$ cat config.mk
export PLATFORM = sky130hd
export DESIGN_NAME = ahb_lite_word_master
export DESIGN_NICKNAME = d
export VERILOG_FILES = /design/src/rtl/ahb_lite_word_master.sv
export SDC_FILE = /design/constraint.sdc
export NUM_CORES = 1
export LEC_CHECK = 0
export CORE_ASPECT_RATIO = 1.75
export CORE_UTILIZATION = 38
export CTS_CLUSTER_SIZE = 8
export DETAILED_ROUTE_END_ITERATION = 10
export PLACE_DENSITY = 0.58
export SYNTH_ARGS = -nofsm -noshare
export SYNTH_HDL_FRONTEND = slang
export SYNTH_SLANG_ARGS = --single-unit
$ cat constraint.sdc
create_clock -name HCLK -period 8.3 [get_ports HCLK]
set_input_delay 1.66 -clock HCLK [delete_from_list [all_inputs] [get_ports HCLK]]
set_output_delay 1.66 -clock HCLK [all_outputs]
set_load 0.05 [all_outputs]
$ cat src/rtl/ahb_lite_word_master.sv
// ahb_lite_word_master
// Queues single-word read/write commands in a small FIFO and issues them as
// pipelined NONSEQ word transfers on an AHB-lite bus. Every accepted command
// produces exactly one response, returned in command order. A two-cycle ERROR
// response cancels any overlapped address phase, and that entry is re-issued.
module ahb_lite_word_master #(
  parameter int FIFO_DEPTH = 2,
  parameter int ADDR_W     = 32,
  parameter int DATA_W     = 32
) (
  input  logic              HCLK,
  input  logic              HRESETn,
  output logic [ADDR_W-1:0] HADDR,
  output logic [1:0]        HTRANS,
  output logic              HWRITE,
  output logic [2:0]        HSIZE,
  output logic [2:0]        HBURST,
  output logic [DATA_W-1:0] HWDATA,
  input  logic [DATA_W-1:0] HRDATA,
  input  logic              HREADY,
  input  logic              HRESP,
  input  logic              cmd_valid,
  output logic              cmd_ready,
  input  logic              cmd_write,
  input  logic [ADDR_W-1:0] cmd_addr,
  input  logic [DATA_W-1:0] cmd_wdata,
  output logic              rsp_valid,
  output logic [DATA_W-1:0] rsp_rdata,
  output logic              rsp_err,
  output logic              busy
);

  localparam int PTR_W = (FIFO_DEPTH > 1) ? $clog2(FIFO_DEPTH) : 1;
  localparam int CNT_W = PTR_W + 1;
  localparam int WA_W  = ADDR_W - 2;

  localparam logic [1:0] TR_IDLE   = 2'b00;
  localparam logic [1:0] TR_NONSEQ = 2'b10;

  typedef enum logic [2:0] {
    ST_IDLE      = 3'd0,
    ST_ADDR      = 3'd1,
    ST_ADDR_DATA = 3'd2,
    ST_DATA      = 3'd3,
    ST_ERR2      = 3'd4
  } state_t;

  // Command storage: word address only, byte offset is dropped on entry
  logic [WA_W-1:0]   r_fifo_waddr [FIFO_DEPTH];
  logic              r_fifo_write [FIFO_DEPTH];
  logic [DATA_W-1:0] r_fifo_wdata [FIFO_DEPTH];
  logic [CNT_W-1:0]  r_wr_ptr;
  logic [CNT_W-1:0]  r_rd_ptr;

  state_t            r_state;
  logic [ADDR_W-1:0] r_haddr;
  logic [1:0]        r_htrans;
  logic              r_hwrite;
  logic [DATA_W-1:0] r_hwdata;
  logic [DATA_W-1:0] r_ap_wdata;   // write data of the entry in address phase
  logic              r_dp_write;   // direction of the entry in data phase
  logic              r_rsp_valid;
  logic [DATA_W-1:0] r_rsp_rdata;
  logic              r_rsp_err;

  logic [CNT_W-1:0]  w_count;
  logic              w_empty;
  logic              w_full;
  logic              w_push;
  logic              w_pop;
  logic [PTR_W-1:0]  w_head_idx;
  logic [PTR_W-1:0]  w_next_idx;
  logic [PTR_W-1:0]  w_wr_idx;
  logic              w_addr_pend;
  logic              w_data_pend;
  logic              w_err1;
  logic              w_issue;
  logic [WA_W-1:0]   w_iss_waddr;
  logic              w_iss_write;
  logic [DATA_W-1:0] w_iss_wdata;
  logic              w_unused;

  assign w_count    = r_wr_ptr - r_rd_ptr;
  assign w_empty    = (w_count == CNT_W'(0));
  assign w_full     = (w_count == CNT_W'(FIFO_DEPTH));
  assign w_push     = cmd_valid & ~w_full;
  assign w_head_idx = r_rd_ptr[PTR_W-1:0];
  assign w_next_idx = w_head_idx + PTR_W'(1);
  assign w_wr_idx   = r_wr_ptr[PTR_W-1:0];

  assign w_addr_pend = (r_state == ST_ADDR) | (r_state == ST_ADDR_DATA);
  assign w_data_pend = (r_state == ST_ADDR_DATA) | (r_state == ST_DATA) | (r_state == ST_ERR2);
  // First cycle of a two-cycle ERROR response on a live data phase
  assign w_err1      = ((r_state == ST_ADDR_DATA) | (r_state == ST_DATA)) & HRESP & ~HREADY;
  // The head leaves the FIFO only when its address phase is accepted
  assign w_pop       = w_addr_pend & HREADY;

  assign w_unused = ^cmd_addr[1:0];

  assign HADDR     = r_haddr;
  assign HTRANS    = r_htrans;
  assign HWRITE    = r_hwrite;
  assign HWDATA    = r_hwdata;
  assign HSIZE     = 3'b010;
  assign HBURST    = 3'b000;
  assign cmd_ready = ~w_full;
  assign rsp_valid = r_rsp_valid;
  assign rsp_rdata = r_rsp_rdata;
  assign rsp_err   = r_rsp_err;
  assign busy      = ~w_empty | (r_state != ST_IDLE);

  // Store accepted commands; read data field is zeroed for reads
  always_ff @(posedge HCLK) begin
    if (w_push) begin
      r_fifo_waddr[w_wr_idx] <= cmd_addr[ADDR_W-1:2];
      r_fifo_write[w_wr_idx] <= cmd_write;
      r_fifo_wdata[w_wr_idx] <= cmd_write ? cmd_wdata : {DATA_W{1'b0}};
    end
  end

  // FIFO pointers with an extra wrap bit to tell full from empty
  always_ff @(posedge HCLK or negedge HRESETn) begin
    if (!HRESETn) begin
      r_wr_ptr <= CNT_W'(0);
      r_rd_ptr <= CNT_W'(0);
    end else begin
      if (w_push) begin
        r_wr_ptr <= r_wr_ptr + CNT_W'(1);
      end
      if (w_pop) begin
        r_rd_ptr <= r_rd_ptr + CNT_W'(1);
      end
    end
  end

  // Pick the entry for the next address phase. While an address phase is
  // completing, the one behind the head is next; with only the head stored,
  // a command being pushed on the same edge is forwarded so back-to-back
  // words keep the bus busy every cycle.
  always_comb begin
    w_issue     = 1'b0;
    w_iss_waddr = {WA_W{1'b0}};
    w_iss_write = 1'b0;
    w_iss_wdata = {DATA_W{1'b0}};
    if (w_addr_pend) begin
      if (w_count > CNT_W'(1)) begin
        w_issue     = 1'b1;
        w_iss_waddr = r_fifo_waddr[w_next_idx];
        w_iss_write = r_fifo_write[w_next_idx];
        w_iss_wdata = r_fifo_wdata[w_next_idx];
      end else if (w_push) begin
        w_issue     = 1'b1;
        w_iss_waddr = cmd_addr[ADDR_W-1:2];
        w_iss_write = cmd_write;
        w_iss_wdata = cmd_write ? cmd_wdata : {DATA_W{1'b0}};
      end else begin
        w_issue     = 1'b0;
      end
    end else begin
      if (!w_empty) begin
        w_issue     = 1'b1;
        w_iss_waddr = r_fifo_waddr[w_head_idx];
        w_iss_write = r_fifo_write[w_head_idx];
        w_iss_wdata = r_fifo_wdata[w_head_idx];
      end else begin
        w_issue     = 1'b0;
      end
    end
  end

  // Transfer sequencer: moves entries address phase -> data phase on HREADY
  // edges, drives all bus outputs and the response from registers
  always_ff @(posedge HCLK or negedge HRESETn) begin
    if (!HRESETn) begin
      r_state     <= ST_IDLE;
      r_haddr     <= {ADDR_W{1'b0}};
      r_htrans    <= TR_IDLE;
      r_hwrite    <= 1'b0;
      r_hwdata    <= {DATA_W{1'b0}};
      r_ap_wdata  <= {DATA_W{1'b0}};
      r_dp_write  <= 1'b0;
      r_rsp_valid <= 1'b0;
      r_rsp_rdata <= {DATA_W{1'b0}};
      r_rsp_err   <= 1'b0;
    end else begin
      r_rsp_valid <= 1'b0;
      if (HREADY) begin
        if (w_data_pend) begin
          r_rsp_valid <= 1'b1;
          r_rsp_err   <= HRESP;
          r_rsp_rdata <= (HRESP | r_dp_write) ? {DATA_W{1'b0}} : HRDATA;
        end
        if (w_addr_pend) begin
          r_dp_write <= r_hwrite;
          r_hwdata   <= r_ap_wdata;
        end
        if (w_issue) begin
          r_htrans   <= TR_NONSEQ;
          r_haddr    <= {w_iss_waddr, 2'b00};
          r_hwrite   <= w_iss_write;
          r_ap_wdata <= w_iss_wdata;
          r_state    <= w_addr_pend ? ST_ADDR_DATA : ST_ADDR;
        end else begin
          r_htrans   <= TR_IDLE;
          r_state    <= w_addr_pend ? ST_DATA : ST_IDLE;
        end
      end else if (w_err1) begin
        // Drop the overlapped address phase; its entry is still the FIFO head
        r_htrans <= TR_IDLE;
        r_state  <= ST_ERR2;
      end
    end
  end

endmodule

==> impl_metrics.json <==
{
  "status": "finished, final reports clean",
  "io_pins": 211,
  "cts_setup_buffers": 0,
  "hold_viol": 0,
  "dp_slack_ps": 3170,
  "start_kind": "flip-flop",
  "synth_top_family_by_area": "compound AO/OA/AOI/OAI gates",
  "finish.net_count": 1251,
  "grt_max_degree": 89,
  "syn-cell-area_um2": 11700,
  "antenna_found_initial": 1,
  "die_area_um2": 31500,
  "core_um2": 30200,
  "clockBufferDepth": 3,
  "mostFrequentLayoutCells": "clkdlybuf4s50_1 (198), dfrtp_1 (137), nand2_1 (133)",
  "yosys_warnings": 0,
  "synth_seq_cells": 264,
  "avgViaCountPerCell": 5.44,
  "wl_um": 31000,
  "endpoint": "busy",
  "holdPathStages": 2,
  "clk_pin_slew_ps": 50,
  "min_period_ps": 5630,
  "cp.arrival_ps": 3970,
  "r2r_cells": 6,
  "drive_above_1_share_pct": 8.18,
  "syn_area_per_cell_um2": 12.0,
  "maxSlewHeadroom_pct": 30.2,
  "hold_start": "rsp_rdata[7]",
  "clk_latency_ps": 520,
  "finalCritPeriodShare_pct": 67.8,
  "hold_class": "flip-flop to flip-flop",
  "synth_area_leader_cell": "edfxtp_1",
  "setup_viol": 0,
  "tightest_slew_ps": 1040,
  "synth_compound_area_share_pct": 17.6,
  "whs_ps": 472,
  "cts-resized-gates": 0,
  "synth_area_leaders": "edfxtp_1 (32%), dfrtp_1 (29%), mux2i_1 (5.7%), nand2_1 (4.3%), a21oi_1 (4.1%)",
  "drt-initial-drc-count": 447,
  "syn_to_final_growth_pct": 28.6,
  "cp-startpoint": "r_rd_ptr[0]",
  "fp.dieW_um": 135,
  "worst_r2r_startpoint": "r_rd_ptr[0]",
  "fmax_mhz": 178,
  "antenna_left": 0,
  "end_kind": "primary output",
  "grt_pass1_vias": 8650,
  "hpwl_um": 18000,
  "rsz0062_at_grt": "false",
  "die_h_um": 234,
  "critPathMaxFanout": 76,
  "yosys.area_share.adder_pct": 0.107,
  "drc": 0,
  "start_util_pct": 38.8,
  "cts_hold_buffers": 0,
  "yosysSeqAreaShare_pct": 61.8,
  "avgRoutedWirePerCell_um": 19.9,
  "synth_simple_gate_area_share_pct": 6.70,
  "cts_buffers": 38,
  "grt_usage_pct": 19.6,
  "synthXorXnorAreaFrac_pct": 0.866,
  "syn_inst": 979,
  "drt_pass1_iterations": 5,
  "path_class": "flip-flop to primary output",
  "grt-ovfl-total": 0,
  "dr_total_vias": 8486,
  "synth.area.mux_share_pct": 9.00,
  "rrSetupSlack_ps": 4500,
  "num_antenna_cells": 0,
  "gp_congestion": 0.743,
  "rows": 84,
  "io_buffers": 199,
  "finClkSkew_ps": 18.0,
  "cts_root_buf": "clkbuf_16",
  "clock_sinks": 264,
  "htree_levels": 2,
  "cts_tree": "done",
  "setup_ws_ps": 2670,
  "final_max_slew_viol_count": 0,
  "critPathRequiredTime_ps": 6640,
  "grt_pass1_wl_um": 47600,
  "r2r_end": "r_fifo_waddr[1][21]",
  "finalSetupTns_ps": 0,
  "drv_cap": 0,
  "final_common_cell": "clkdlybuf4s50_1",
  "synth_top_area_share_pct": 32.3,
  "yosysUniqueCellTypes": 37
}
## sequential cells by signal, summed over array words and instances (netlist names), 2 cells and up
name,flops
HADDR,30
HWDATA,32
r_ap_wdata,32
r_fifo_waddr,60
r_fifo_wdata,64
r_fifo_write,2
r_rd_ptr,2
r_state,3
r_wr_ptr,2
rsp_rdata,32
## per-layer routing
layer	share of wire, %	global-route usage [%]
met2	53	35.1
met5	0.039	0
met1	39	22.7
met4	3.5	9.02
met3	4.5	3.24
## final cells by class
type / count / area [um^2]
clock buffer: 65 / 1070
clock inverter: 1 / 8.76
fill: 2731 / 15100
inverter: 4 / 15.0
multi-input combinational: 624 / 4110
sequential: 264 / 7240
tap: 387 / 484
timing repair buffer: 216 / 2120
## synth_stat cells
master    number
nor2_4         1
a32o_1        32
buf_4          9
nor2b_1        1
buf_1          5
conb_1         2
or4_1          1
edfxtp_1     126
a22o_1        31
a32oi_1        1
nor3_1         1
o21ai_1       10
a22oi_1        1
xor2_2         1
inv_1          4
and2_1        34
o21ai_0       87
ha_1           1
mux2_1        11
o211ai_1       2
o21a_1         1
xor3_1         1
o22ai_1       30
o221ai_1      30
nor2_1         6
buf_2         40
xor2_1         3
xnor2_1        4
nand2_1      134
clkbuf_1      40
a31o_2         1
nand3_1        2
and3_1         1
a21oi_1       97
mux2i_1       67
dfrtp_1      138
mux2_2        23
## critical path, cell delays in order, from the launching register on
cell and delay [ps]:
dfrtp_4 1000, ha_1 330, xor2_1 240, xnor2_2 130, buf_4 430, nand2_1 130
or4_1 430, clkdlybuf4s50_1 750
## per-stage QoR
| stage | area [um^2] | utilization, % | cells |
|---|---|---|---|
| after floorplan | 11700 | - | 986 |
| after global placement | 14000 | 46.3 | 1495 |
| after detailed placement | 14000 | 46.3 | 1495 |
| after CTS | 15100 | 49.9 | 1561 |
| after global routing | 15100 | 49.9 | 1561 |
| final | 15100 | 49.9 | 1561 |
## worst min-delay path by stage
stage / endpoint
6_report: rsp_rdata[7]
5_1_grt: rsp_rdata[31]
4_1_cts: rsp_rdata[10]
3_5_place_dp: rsp_rdata[7]
3_3_place_gp: rsp_rdata[19]
2_1_floorplan: r_ap_wdata[0]
## cell families (layout without fill, tap and decap cells)
group | count (synthesis) | in the layout
flip-flops | 264 | 264
buffers and inverters | 98 | 286
adder cells (fa/ha/maj) | 1 | 1
multiplexers | 101 | 101
AO/OA/AOI/OAI | 323 | 323
XOR/XNOR | 9 | 9
AND/OR/NAND/NOR | 181 | 181
other | 2 | 9
Power is not shown: default switching activity piles up to over one toggle a cycle in this logic, so the estimate is an artifact.
